$ cat src/rtl/p_multiplier.sv
// rtl/p_multiplier.sv - fixed-latency radix-2 shift-add unsigned multiplier with start/done handshake
// Result and done flag are held in DONE so the surrounding array can drain products at its own pace.
module p_multiplier #(
    parameter int WIDTH = 8
) (
    input  logic                 clk,
    input  logic                 input_ready,
    output logic                 output_ready,
    input  logic                 reset,
    input  logic [WIDTH-1:0]     A,
    input  logic [WIDTH-1:0]     B,
    output logic [2*WIDTH-1:0]   product
);

    localparam int CNT_W = (WIDTH > 1) ? $clog2(WIDTH) : 1;
    localparam logic [CNT_W-1:0] LAST_CNT = CNT_W'(WIDTH - 1);

    typedef enum logic [1:0] {
        IDLE = 2'd0,
        BUSY = 2'd1,
        DONE = 2'd2
    } state_t;

    state_t               state;
    logic [2*WIDTH-1:0]   a_sh;
    logic [WIDTH-1:0]     b_sh;
    logic [2*WIDTH-1:0]   acc;
    logic [CNT_W-1:0]     cnt;
    logic [2*WIDTH-1:0]   acc_next;

    // Accumulator value after the current iteration; also the final product on the last one.
    always_comb begin
        acc_next = acc;
        if (b_sh[0]) begin
            acc_next = acc + a_sh;
        end
    end

    always_ff @(posedge clk) begin
        if (reset) begin
            state        <= IDLE;
            output_ready <= 1'b0;
            product      <= '0;
            a_sh         <= '0;
            b_sh         <= '0;
            acc          <= '0;
            cnt          <= '0;
        end else begin
            case (state)
                IDLE, DONE: begin
                    if (input_ready) begin
                        a_sh         <= {{WIDTH{1'b0}}, A};
                        b_sh         <= B;
                        acc          <= '0;
                        cnt          <= '0;
                        output_ready <= 1'b0;
                        state        <= BUSY;
                    end
                end
                BUSY: begin
                    // Always run all WIDTH iterations so every array instance finishes together.
                    acc  <= acc_next;
                    a_sh <= a_sh << 1;
                    b_sh <= b_sh >> 1;
                    cnt  <= cnt + 1'b1;
                    if (cnt == LAST_CNT) begin
                        product      <= acc_next;
                        output_ready <= 1'b1;
                        state        <= DONE;
                    end
                end
                default: begin
                    state        <= IDLE;
                    output_ready <= 1'b0;
                end
            endcase
        end
    end

endmodule

$ cat config.mk
export PLATFORM = sky130hd
export DESIGN_NAME = p_multiplier
export DESIGN_NICKNAME = d
export VERILOG_FILES = /design/src/rtl/p_multiplier.sv
export SDC_FILE = /design/constraint.sdc
export NUM_CORES = 1
export LEC_CHECK = 0
export BUFFER_PORTS_ARGS = -buffer_cell sky130_fd_sc_hd__buf_2
export CAP_MARGIN = 20
export CORE_MARGIN = 4
export CORE_UTILIZATION = 52
export CTS_CLUSTER_SIZE = 12
export DETAILED_ROUTE_END_ITERATION = 10
export PLACE_DENSITY = 0.75
export REMOVE_ABC_BUFFERS = 1
export SLEW_MARGIN = 30
export SYNTH_ARGS = -nofsm -noshare
export SYNTH_HDL_FRONTEND = slang
export SYNTH_SLANG_ARGS = --single-unit
$ cat constraint.sdc
create_clock -name clk -period 2.3 [get_ports clk]
set_clock_uncertainty 0.2 [all_clocks]
set_input_delay 0.345 -clock clk [delete_from_list [all_inputs] [get_ports clk]]
set_output_delay 0.345 -clock clk [all_outputs]
set_load 0.01 [all_outputs]
==> results_dict.tcl, run 1 <==
set metrics [dict create \
    yosysMostFrequentCell "dfxtp_1" \
    cts_max_level 3 \
    start_util_pct 54.6 \
    power.leakage_nw 1.73 \
    fin_util_pct 70.0 \
    fin_tns_setup_ns -1.40 \
    tightest_slew_ns 0.568 \
    multi_input_area_mm2 0.00186 \
    synth_top_family_by_area "compound AO/OA/AOI/OAI gates" \
    vias 3058 \
    layout.nets 476 \
    clk_path_buf_depth 2 \
    io_buffers 35 \
    synth_edf_count 0 \
    io_pins 36 \
    finalWorstSetupSlack_ns -0.196 \
    syn_avg_cell_area_um2 8.42 \
    fmax_ghz 0.401 \
    areaGrowthSynthToFinish_pct 28.0 \
    cts-root-buf "clkbuf_8" \
    reg2regPathDepth 9 \
    grt_pass1_wl_um 14000 \
    grt_antenna_before_repair 0 \
    numCtsBuffers 9 \
    syn_area_mm2 0.00308 \
    ys_top_cells_by_area "dfxtp_1 40%, nor2_1 6.9%, ha_1 6.9%" \
    min_period_ns 2.50 \
    synth-seq-cells 61 \
    ctsHoldBuffers 0 \
    crit_chain "ha_4 -> fa_2 -> a21o_1 -> a221oi_2 -> o211ai_2 -> a31oi_1 -> xnor2_1 -> mux2i_1 -> a211oi_1" \
    clock_sinks 61 \
    grt_overflow_total 0 \
    violations "setup timing" \
    drt_iter0_drc 261 \
    irDropWorstVdd_v 0.000374 \
    cpMaxStageDelayCell "dfxtp_4" \
    dr.pass1.iters 5 \
    yosysWarnings 0 \
    p_per_area_mw_per_mm2 615 \
    fin_cells 516 \
    setup_violations 10 \
    rsz0062_at_grt "true" \
    critical_path.top_delay_family "compound AO/OA/AOI/OAI gates" \
    clk_latency_ns 0.36 \
    yosys.area_share.simple_pct 19.4 \
    core_mm2 0.00564 \
    synthTopCellsByCount "61 x dfxtp_1, 57 x nor2_1, 34 x a21oi_1" \
    hold_viol_final 0 \
    arrival_ns 2.57 \
    place_ws_ns -0.251 \
    postRouteAntennaNets 0 \
    synthAdderAreaFrac_pct 7.55 \
    grt.total_usage_pct 24.1 \
    die_w_um 85 \
    num_antenna_cells 0 \
    worstSetupEndpointType "register" \
    hp-class "input pin to register" \
    ys_seq_area_share_pct 39.6 \
    synth.area.mux_share_pct 2.56 \
    path_depth 9 \
    nFillCells 439 \
    post-route-period-util_pct 109 \
    wl_per_cell_um 16.8 \
    outcome "finished with violations" \
    synth_xor_area_share_pct 3.69 \
    viasPerCell 5.93 \
    cp-start-kind "register" \
    cts_tree "done" \
    synth_top_area_cell "dfxtp_1" \
    dp_cells 493 \
    whs_path_depth 3 \
    num_rows 27 \
    ys.flop_type "dfxtp_1" \
    regArea_mm2 0.00123 \
    syn_inst 366 \
    slew_viol_final 0 \
    drcViolationCount 0 \
    synth_top_area_share_pct 39.6 \
    drv_cap 0 \
    cp_max_fo 2 \
    cts.clk_slew.worst_paths_ns 0.07 \
    synth_compound_area_share_pct 24.1 \
    worstPathRequired_ns 2.37 \
    gp_congestion 0.940 \
    grt_max_degree 29 \
    grt_pass1_vias 2906 \
    synth.distinct_cells 49 \
    critPathBufInv 0 \
    worst_path_largest_cell_delay_ns 0.36 \
    die_y_um 85 \
    die-area_mm2 0.00723 \
    max_slew_margin_pct 62.0 \
    async_flop_share_pct 0 \
    crit_type "register to register" \
    drive_gt1_share_pct 30.2 \
    drt_wl_total_um 8660 \
    hpwl_um 5700 \
]
[layer usage]
metal	global-route usage, %	vias to the layer above	routed length, um
met4	9.21	0	172
met3	5.92	23	469
li1	-	1473	-
met1	31.8	1456	3850
met2	38.0	106	4170
met5	0	-	0
[cells by family (layout without fill, tap and decap cells)]
group,Yosys count,after routing
compound gates,107,107
xor+xnor,13,13
fa+ha+maj,18,18
buf+inv,25,103
flops,61,61
mux,7,7
simple gates,135,135
[worst min-delay path: stages]
cell,delay (ns)
buf_2,0.08
a22oi_1,0.07
nor2_1,0.08
[cell usage in the layout (no fill, tap or decap), types with 12 or more instances in the layout]
master	n
a22oi_1	15
dfxtp_1	58
nor3_1	15
buf_2	35
nor2_1	57
nand2_1	31
buf_4	48
nand3_1	12
a21oi_1	30
ha_1	15
o22ai_1	15
[where the power goes]
group	internal, mW	switching (mW)	total, mW
sequential	1.09	0.0263	1.12
clock	0.525	0.456	0.981
combinational	0.141	0.190	0.331
[sequential cells by signal, summed over array words and instances (netlist names)]
| register | count |
|---|---|
| state | 2 |
| cnt | 3 |
| product | 16 |
| a_sh | 16 |
| acc | 16 |
| b_sh | 8 |
[layout make-up]
| class | count | share of cell area [%] |
|---|---|---|
| Clock buffer | 10 | 3.49 |
| Clock inverter | 6 | 1.58 |
| Multi-Input combinational cell | 280 | 47.2 |
| Inverter | 2 | 0.190 |
| Tap cell | 72 | 2.28 |
| Timing Repair Buffer | 85 | 14.1 |
| Sequential cell | 61 | 31.1 |
[stage by stage]
stage / power [mW] / area (um2) / hold WS (ns)
after floorplan: 1.30 / 3000 / 0.214
after CTS: 2.42 / 3870 / 0.0433
after detailed placement: 1.45 / 3580 / 0.258
after global routing: 2.52 / 3950 / 0.0790
final: 2.43 / 3950 / 0.0523
after global placement: 1.44 / 3580 / 0.240
[repair_timing]
item | 4_1_cts | 5_1_grt
endpoints found under the setup margin | 14 | 14
pin swaps | 8 | 13
resized for setup | 14 | 12
buffers inserted | 3 | 4
[worst paths after layout]
kind / start / end / slack [ns]
worst max-delay path: a_sh[0] / product[14] / -0.20
worst min register to register: product[5] / product[5] / 0.27
worst max register to register: a_sh[0] / product[14] / -0.20
worst min-delay path: B[7] / b_sh[7] / 0.05
(Power assumes the default switching activity.)
==> run 2, diff against run 1 <==
--- a/config.mk
+++ b/config.mk
@@ -13,6 +13,7 @@
 export DETAILED_ROUTE_END_ITERATION = 10
 export PLACE_DENSITY = 0.75
 export REMOVE_ABC_BUFFERS = 1
+export SKIP_LAST_GASP = 1
 export SLEW_MARGIN = 30
 export SYNTH_ARGS = -nofsm -noshare
 export SYNTH_HDL_FRONTEND = slang
==> run 2 against run 1 <==
  * Critical path type unchanged
  * Maximum frequency up 1.6%
  * Global-route usage is 0.16 points lower
  * Setup slack better by 0.040 ns
  * Largest power group unchanged
  * Die area did not move
  * Design area about the same
  * The run still ends with setup timing left
  * Core utilization hardly changed
  * Via count increased by 0.29%
==> results_dict.tcl, run 2 (synthesized netlist as in run 1, its figures left out) <==
set metrics [dict create \
    worstPathRequired_ns 2.34 \
    rr_startpoint "a_sh[0]" \
    grt_pass1_wl_um 13800 \
    tightest_slew_ns 0.596 \
    grt_pass1_vias 2918 \
    grt_antenna_before_repair 0 \
    crit_chain "ha_4 -> fa_2 -> a21o_1 -> a221oi_2 -> o211ai_2 -> buf_4 -> nand2_4 -> o21ai_2 -> a221o_1" \
    fin_tns_setup_ns -1.11 \
    clk_path_buf_depth 2 \
    mostFrequentLayoutCell "dfxtp_1" \
    areaGrowthSynthToFinish_pct 28.0 \
    hold_viol_final 0 \
    whs_path_depth 3 \
    max_slew_margin_pct 60.1 \
    fin_util_pct 69.9 \
    finalPower_mw 2.43 \
    slew_viol_final 0 \
    holdWs_ns 0.0533 \
    core_mm2 0.00564 \
    whs_endpoint "b_sh[7]" \
    die_w_um 85 \
    wl_per_cell_um 16.9 \
    worstSetupEndpointType "register" \
    ctsHoldBuffers 0 \
    p_per_area_mw_per_mm2 615 \
    drv_cap 0 \
    cts_max_level 3 \
    num_antenna_cells 0 \
    drt_wl_total_um 8740 \
    cts.clk_slew.worst_paths_ns 0.07 \
    final_area_mm2 0.00395 \
    dpl_cell_area_mm2 0.00358 \
    violations "setup timing" \
    viasPerCell 5.94 \
    io_pins 36 \
    drive_gt1_share_pct 29.7 \
    clk_latency_ns 0.35 \
    final_cell_mix "58 x dfxtp_1, 57 x nor2_1, 48 x buf_4" \
    grt_max_degree 29 \
    cts_tree "done" \
    postRouteAntennaNets 0 \
    reg2regPathDepth 9 \
    fmax_ghz 0.407 \
    rr_endpoint "acc[12]" \
    cp_max_fo 3 \
    die_y_um 85 \
    rsz0062_at_grt "true" \
    power.leakage_nw 1.73 \
    drcViolationCount 0 \
    grt.total_usage_pct 24.0 \
    grt_overflow_total 0 \
    vias 3067 \
    cts-root-buf "clkbuf_8" \
    r2r_slack_ns -0.16 \
    setup_violations 9 \
    cp-start-kind "register" \
    dr.pass1.iters 5 \
    numCtsBuffers 9 \
    critical_path.top_delay_family "compound AO/OA/AOI/OAI gates" \
    outcome "finished with violations" \
    irDropWorstVdd_v 0.000387 \
    arrival_ns 2.50 \
    io_buffers 35 \
    finalWorstSetupSlack_ns -0.156 \
    drt_iter0_drc 294 \
    worst_path_largest_cell_delay_ns 0.36 \
    hpwl_um 5700 \
    die-area_mm2 0.00723 \
    layout.nets 476 \
    num_rows 27 \
    reg.largest.list "a_sh x16, acc x16, product x16" \
    worstHoldStart "B[7]" \
    hp-class "input pin to register" \
    crit_type "register to register" \
    post-route-period-util_pct 107 \
    setup.worst_path.start "a_sh[0]" \
    cpMaxStageDelayCell "dfxtp_4" \
    critPathBufInv 1 \
    min_period_ns 2.46 \
    start_util_pct 54.6 \
    gp_congestion 0.940 \
    clock_sinks 61 \
]
==> run 2: how the worst max path moves through the flow <==
stage          cells past startpoint  slack (ns)          end
3_3_place_gp                       9       -0.17  product[14]
4_1_cts                            9       -0.16  product[14]
5_1_grt                            9       -0.25  product[14]
6_report                           9       -0.16      acc[12]
3_5_place_dp                       9       -0.25  product[10]
2_1_floorplan                      9       -0.17  product[14]
==> run 2: what timing repair did <==
action                                  4_1_cts  5_1_grt
endpoints found under the setup margin       14       14
gates resized for setup                      12       12
setup buffers                                 3        4
endpoints found under the hold margin         0        0
pin swaps                                     7       12
==> run 2: where the power goes <==
part	leakage, nW	total (mW)	switching (mW)	internal (mW)
registers	0.497	1.12	0.0260	1.09
clock network	0.0943	0.979	0.454	0.525
logic	1.14	0.331	0.190	0.141
==> run 2: layout make-up <==
cell class                      instances  area, um2
Sequential cell                        61       1230
Timing Repair Buffer                   85        558
Fill cell                             437       1700
Multi-Input combinational cell        280       1860
Inverter                                2       7.51
Tap cell                               72       90.1
Clock inverter                          6       62.6
Clock buffer                           10        138
==> run 2: per-stage QoR <==
| stage | worst slack [ns] | std cells |
|---|---|---|
| after CTS | -0.158 | 512 |
| after global placement | -0.169 | 493 |
| after detailed placement | -0.251 | 493 |
| final | -0.156 | 516 |
| after global routing | -0.255 | 516 |
| after floorplan | -0.166 | 343 |
==> run 2: routing by layer <==
layer / GRT usage, % / routed length (um) / part of all wire [%]
met5: 0 / 0 / 0
met3: 5.92 / 474 / 5.4
met4: 9.78 / 160 / 1.8
met1: 31.2 / 3820 / 44
met2: 37.9 / 4280 / 49
==> run 2: worst reg2reg max path, cell delays in order (launching register included) <==
cell and delay (ns):
dfxtp_4 0.36, ha_4 0.16, fa_2 0.35, a21o_1 0.19, a221oi_2 0.29, o211ai_2 0.13, buf_4 0.16, nand2_4 0.08
o21ai_2 0.09, a221o_1 0.33
==> run 3, diff against run 2 <==
--- a/config.mk
+++ b/config.mk
@@ -8,13 +8,10 @@
 export BUFFER_PORTS_ARGS = -buffer_cell sky130_fd_sc_hd__buf_2
 export CAP_MARGIN = 20
 export CORE_MARGIN = 4
-export CORE_UTILIZATION = 52
+export CORE_UTILIZATION = 40
 export CTS_CLUSTER_SIZE = 12
 export DETAILED_ROUTE_END_ITERATION = 10
-export PLACE_DENSITY = 0.75
-export REMOVE_ABC_BUFFERS = 1
 export SKIP_LAST_GASP = 1
-export SLEW_MARGIN = 30
 export SYNTH_ARGS = -nofsm -noshare
 export SYNTH_HDL_FRONTEND = slang
 export SYNTH_SLANG_ARGS = --single-unit
==> run 3 against run 2 <==
  * The run still ends with setup timing left
  * Via count down 6.9%
  * Critical path type unchanged
  * Count of clock-buffer cells in the layout unchanged
  * Highest routed layer unchanged
  * First-iteration DRC count down 63%
  * Largest cell class unchanged
  * Setup slack worse by 0.040 ns
  * Flip-flop and latch count unchanged
==> results_dict.tcl, run 3 (synthesized netlist as in run 1, its figures left out) <==
set metrics [dict create \
    outcome "finished with violations" \
    violations "setup timing" \
    reg.largest.list "a_sh x16, acc x16, product x16" \
    wl_per_cell_um 14.9 \
    dpl_cell_area_mm2 0.00358 \
    fmax_ghz 0.401 \
    grt_max_degree 32 \
    tightest_slew_ns 0.719 \
    rsz0062_at_grt "true" \
    clk_path_buf_depth 2 \
    arrival_ns 2.56 \
    setup_violations 9 \
    cp-start-kind "register" \
    worstPathRequired_ns 2.36 \
    clk_latency_ns 0.35 \
    reg2regPathDepth 10 \
    holdWs_ns 0.0507 \
    whs_path_depth 3 \
    crit_type "register to register" \
    layout.nets 467 \
    cts.clk_slew.worst_paths_ns 0.07 \
    whs_endpoint "a_sh[0]" \
    multi_input_area_mm2 0.00196 \
    drt_iter0_drc 109 \
    regArea_mm2 0.00124 \
    core_mm2 0.00737 \
    cp_max_fo 2 \
    mostFrequentLayoutCell "nor2_1" \
    viasPerCell 5.36 \
    grt_pass1_vias 2693 \
    hpwl_um 5530 \
    postRouteAntennaNets 0 \
    num_rows 31 \
    vias 2856 \
    drt_wl_total_um 7950 \
    fin_cells 533 \
    power.leakage_nw 1.68 \
    die_w_um 95.8 \
    die_y_um 95.8 \
    worstHoldStart "A[0]" \
    syn_nets 403 \
    dr.pass1.iters 5 \
    p_per_area_mw_per_mm2 618 \
    io_pins 36 \
    start_util_pct 41.8 \
    cts_tree "done" \
    grt_overflow_total 0 \
    drcViolationCount 0 \
    r2r_slack_ns -0.20 \
    cts-root-buf "clkbuf_8" \
    grt_antenna_before_repair 0 \
    slew_viol_final 0 \
    worstSetupEndpointType "register" \
    ctsHoldBuffers 0 \
    post-route-period-util_pct 109 \
    drive_gt1_share_pct 31.3 \
    rr_endpoint "product[14]" \
    finalWorstSetupSlack_ns -0.196 \
    die-area_mm2 0.00918 \
    hold_viol_final 0 \
    clock_sinks 61 \
    grt_pass1_wl_um 12900 \
    numCtsBuffers 9 \
    fin_tns_setup_ns -0.713 \
    nFillCells 688 \
    dp_cells 510 \
    min_period_ns 2.50 \
    hp-class "input pin to register" \
    grt.total_usage_pct 18.2 \
    max_slew_margin_pct 51.9 \
    final_area_mm2 0.00404 \
    cts_max_level 3 \
    num_antenna_cells 0 \
    irDropWorstVdd_v 0.000380 \
    rr_startpoint "a_sh[0]" \
    gp_congestion 0.850 \
    final_cell_mix "57 x nor2_1, 53 x dfxtp_1, 38 x buf_4" \
    io_buffers 35 \
    areaGrowthSynthToFinish_pct 31.1 \
    drv_cap 0 \
]
-- run 3: changes by cell type in the layout (fill, tap and decap cells not counted), sizes merged --
cell / delta
buf: -9
bufinv: +1
clkinv: +1
clkinvlp: -3
-- run 3: power breakdown --
| part | switching [mW] | leakage, nW | internal, mW |
|---|---|---|---|
| clock | 0.428 | 0.112 | 0.628 |
| combinational | 0.182 | 1.06 | 0.140 |
| sequential | 0.0307 | 0.500 | 1.09 |
| total | 0.640 | 1.68 | 1.86 |
-- run 3: through the flow --
stage | util, % | power, mW | worst slack (ns)
2_1_floorplan | - | 1.33 | -0.0426
3_3_place_gp | 48.5 | 1.42 | -0.174
3_5_place_dp | 48.6 | 1.43 | -0.172
4_1_cts | 51.8 | 2.49 | -0.184
5_1_grt | 54.9 | 2.60 | -0.310
6_report | 54.9 | 2.50 | -0.196
-- run 3: cell type report --
cell class / instances / share of cell area, %
repair buffers: 76 / 12.4
flip-flops and latches: 61 / 30.6
inverters: 2 / 0.186
multi-input cells: 280 / 48.5
well taps: 99 / 3.06
clock inverters: 5 / 1.86
clock buffers: 10 / 3.40
-- run 3: worst max-delay path by stage --
stage | endpoint | start | slack [ns]
after floorplan | product[14] | a_sh[0] | -0.04
after detailed placement | product[14] | a_sh[0] | -0.17
after global routing | product[14] | acc[0] | -0.31
after CTS | product[14] | a_sh[0] | -0.18
after global placement | product[10] | a_sh[0] | -0.17
final | product[14] | a_sh[0] | -0.20
-- run 3: metal layers --
metal / part of all wire (%) / track usage [%] / wire (um)
met5: 0 / 0 / 0
met3: 6.8 / 6.02 / 542
met1: 48 / 23.8 / 3790
met4: 1.2 / 5.92 / 96
met2: 44 / 28.4 / 3520
-- run 3: what timing repair did --
action / CTS / global route
pin swaps: 7 / 20
setup buffers: 2 / 6
resized for setup: 1 / 32
endpoints found under the setup margin: 8 / 20
-- run 3: worst max-delay path, stage by stage, from the launching register on --
cell and delay, ns:
dfxtp_2 0.34, ha_4 0.16, fa_2 0.34, a21o_1 0.19, a221oi_2 0.22, buf_4 0.17, o211ai_4 0.09, a31oi_2 0.16
xnor2_1 0.16, mux2i_1 0.12, a211oi_1 0.24
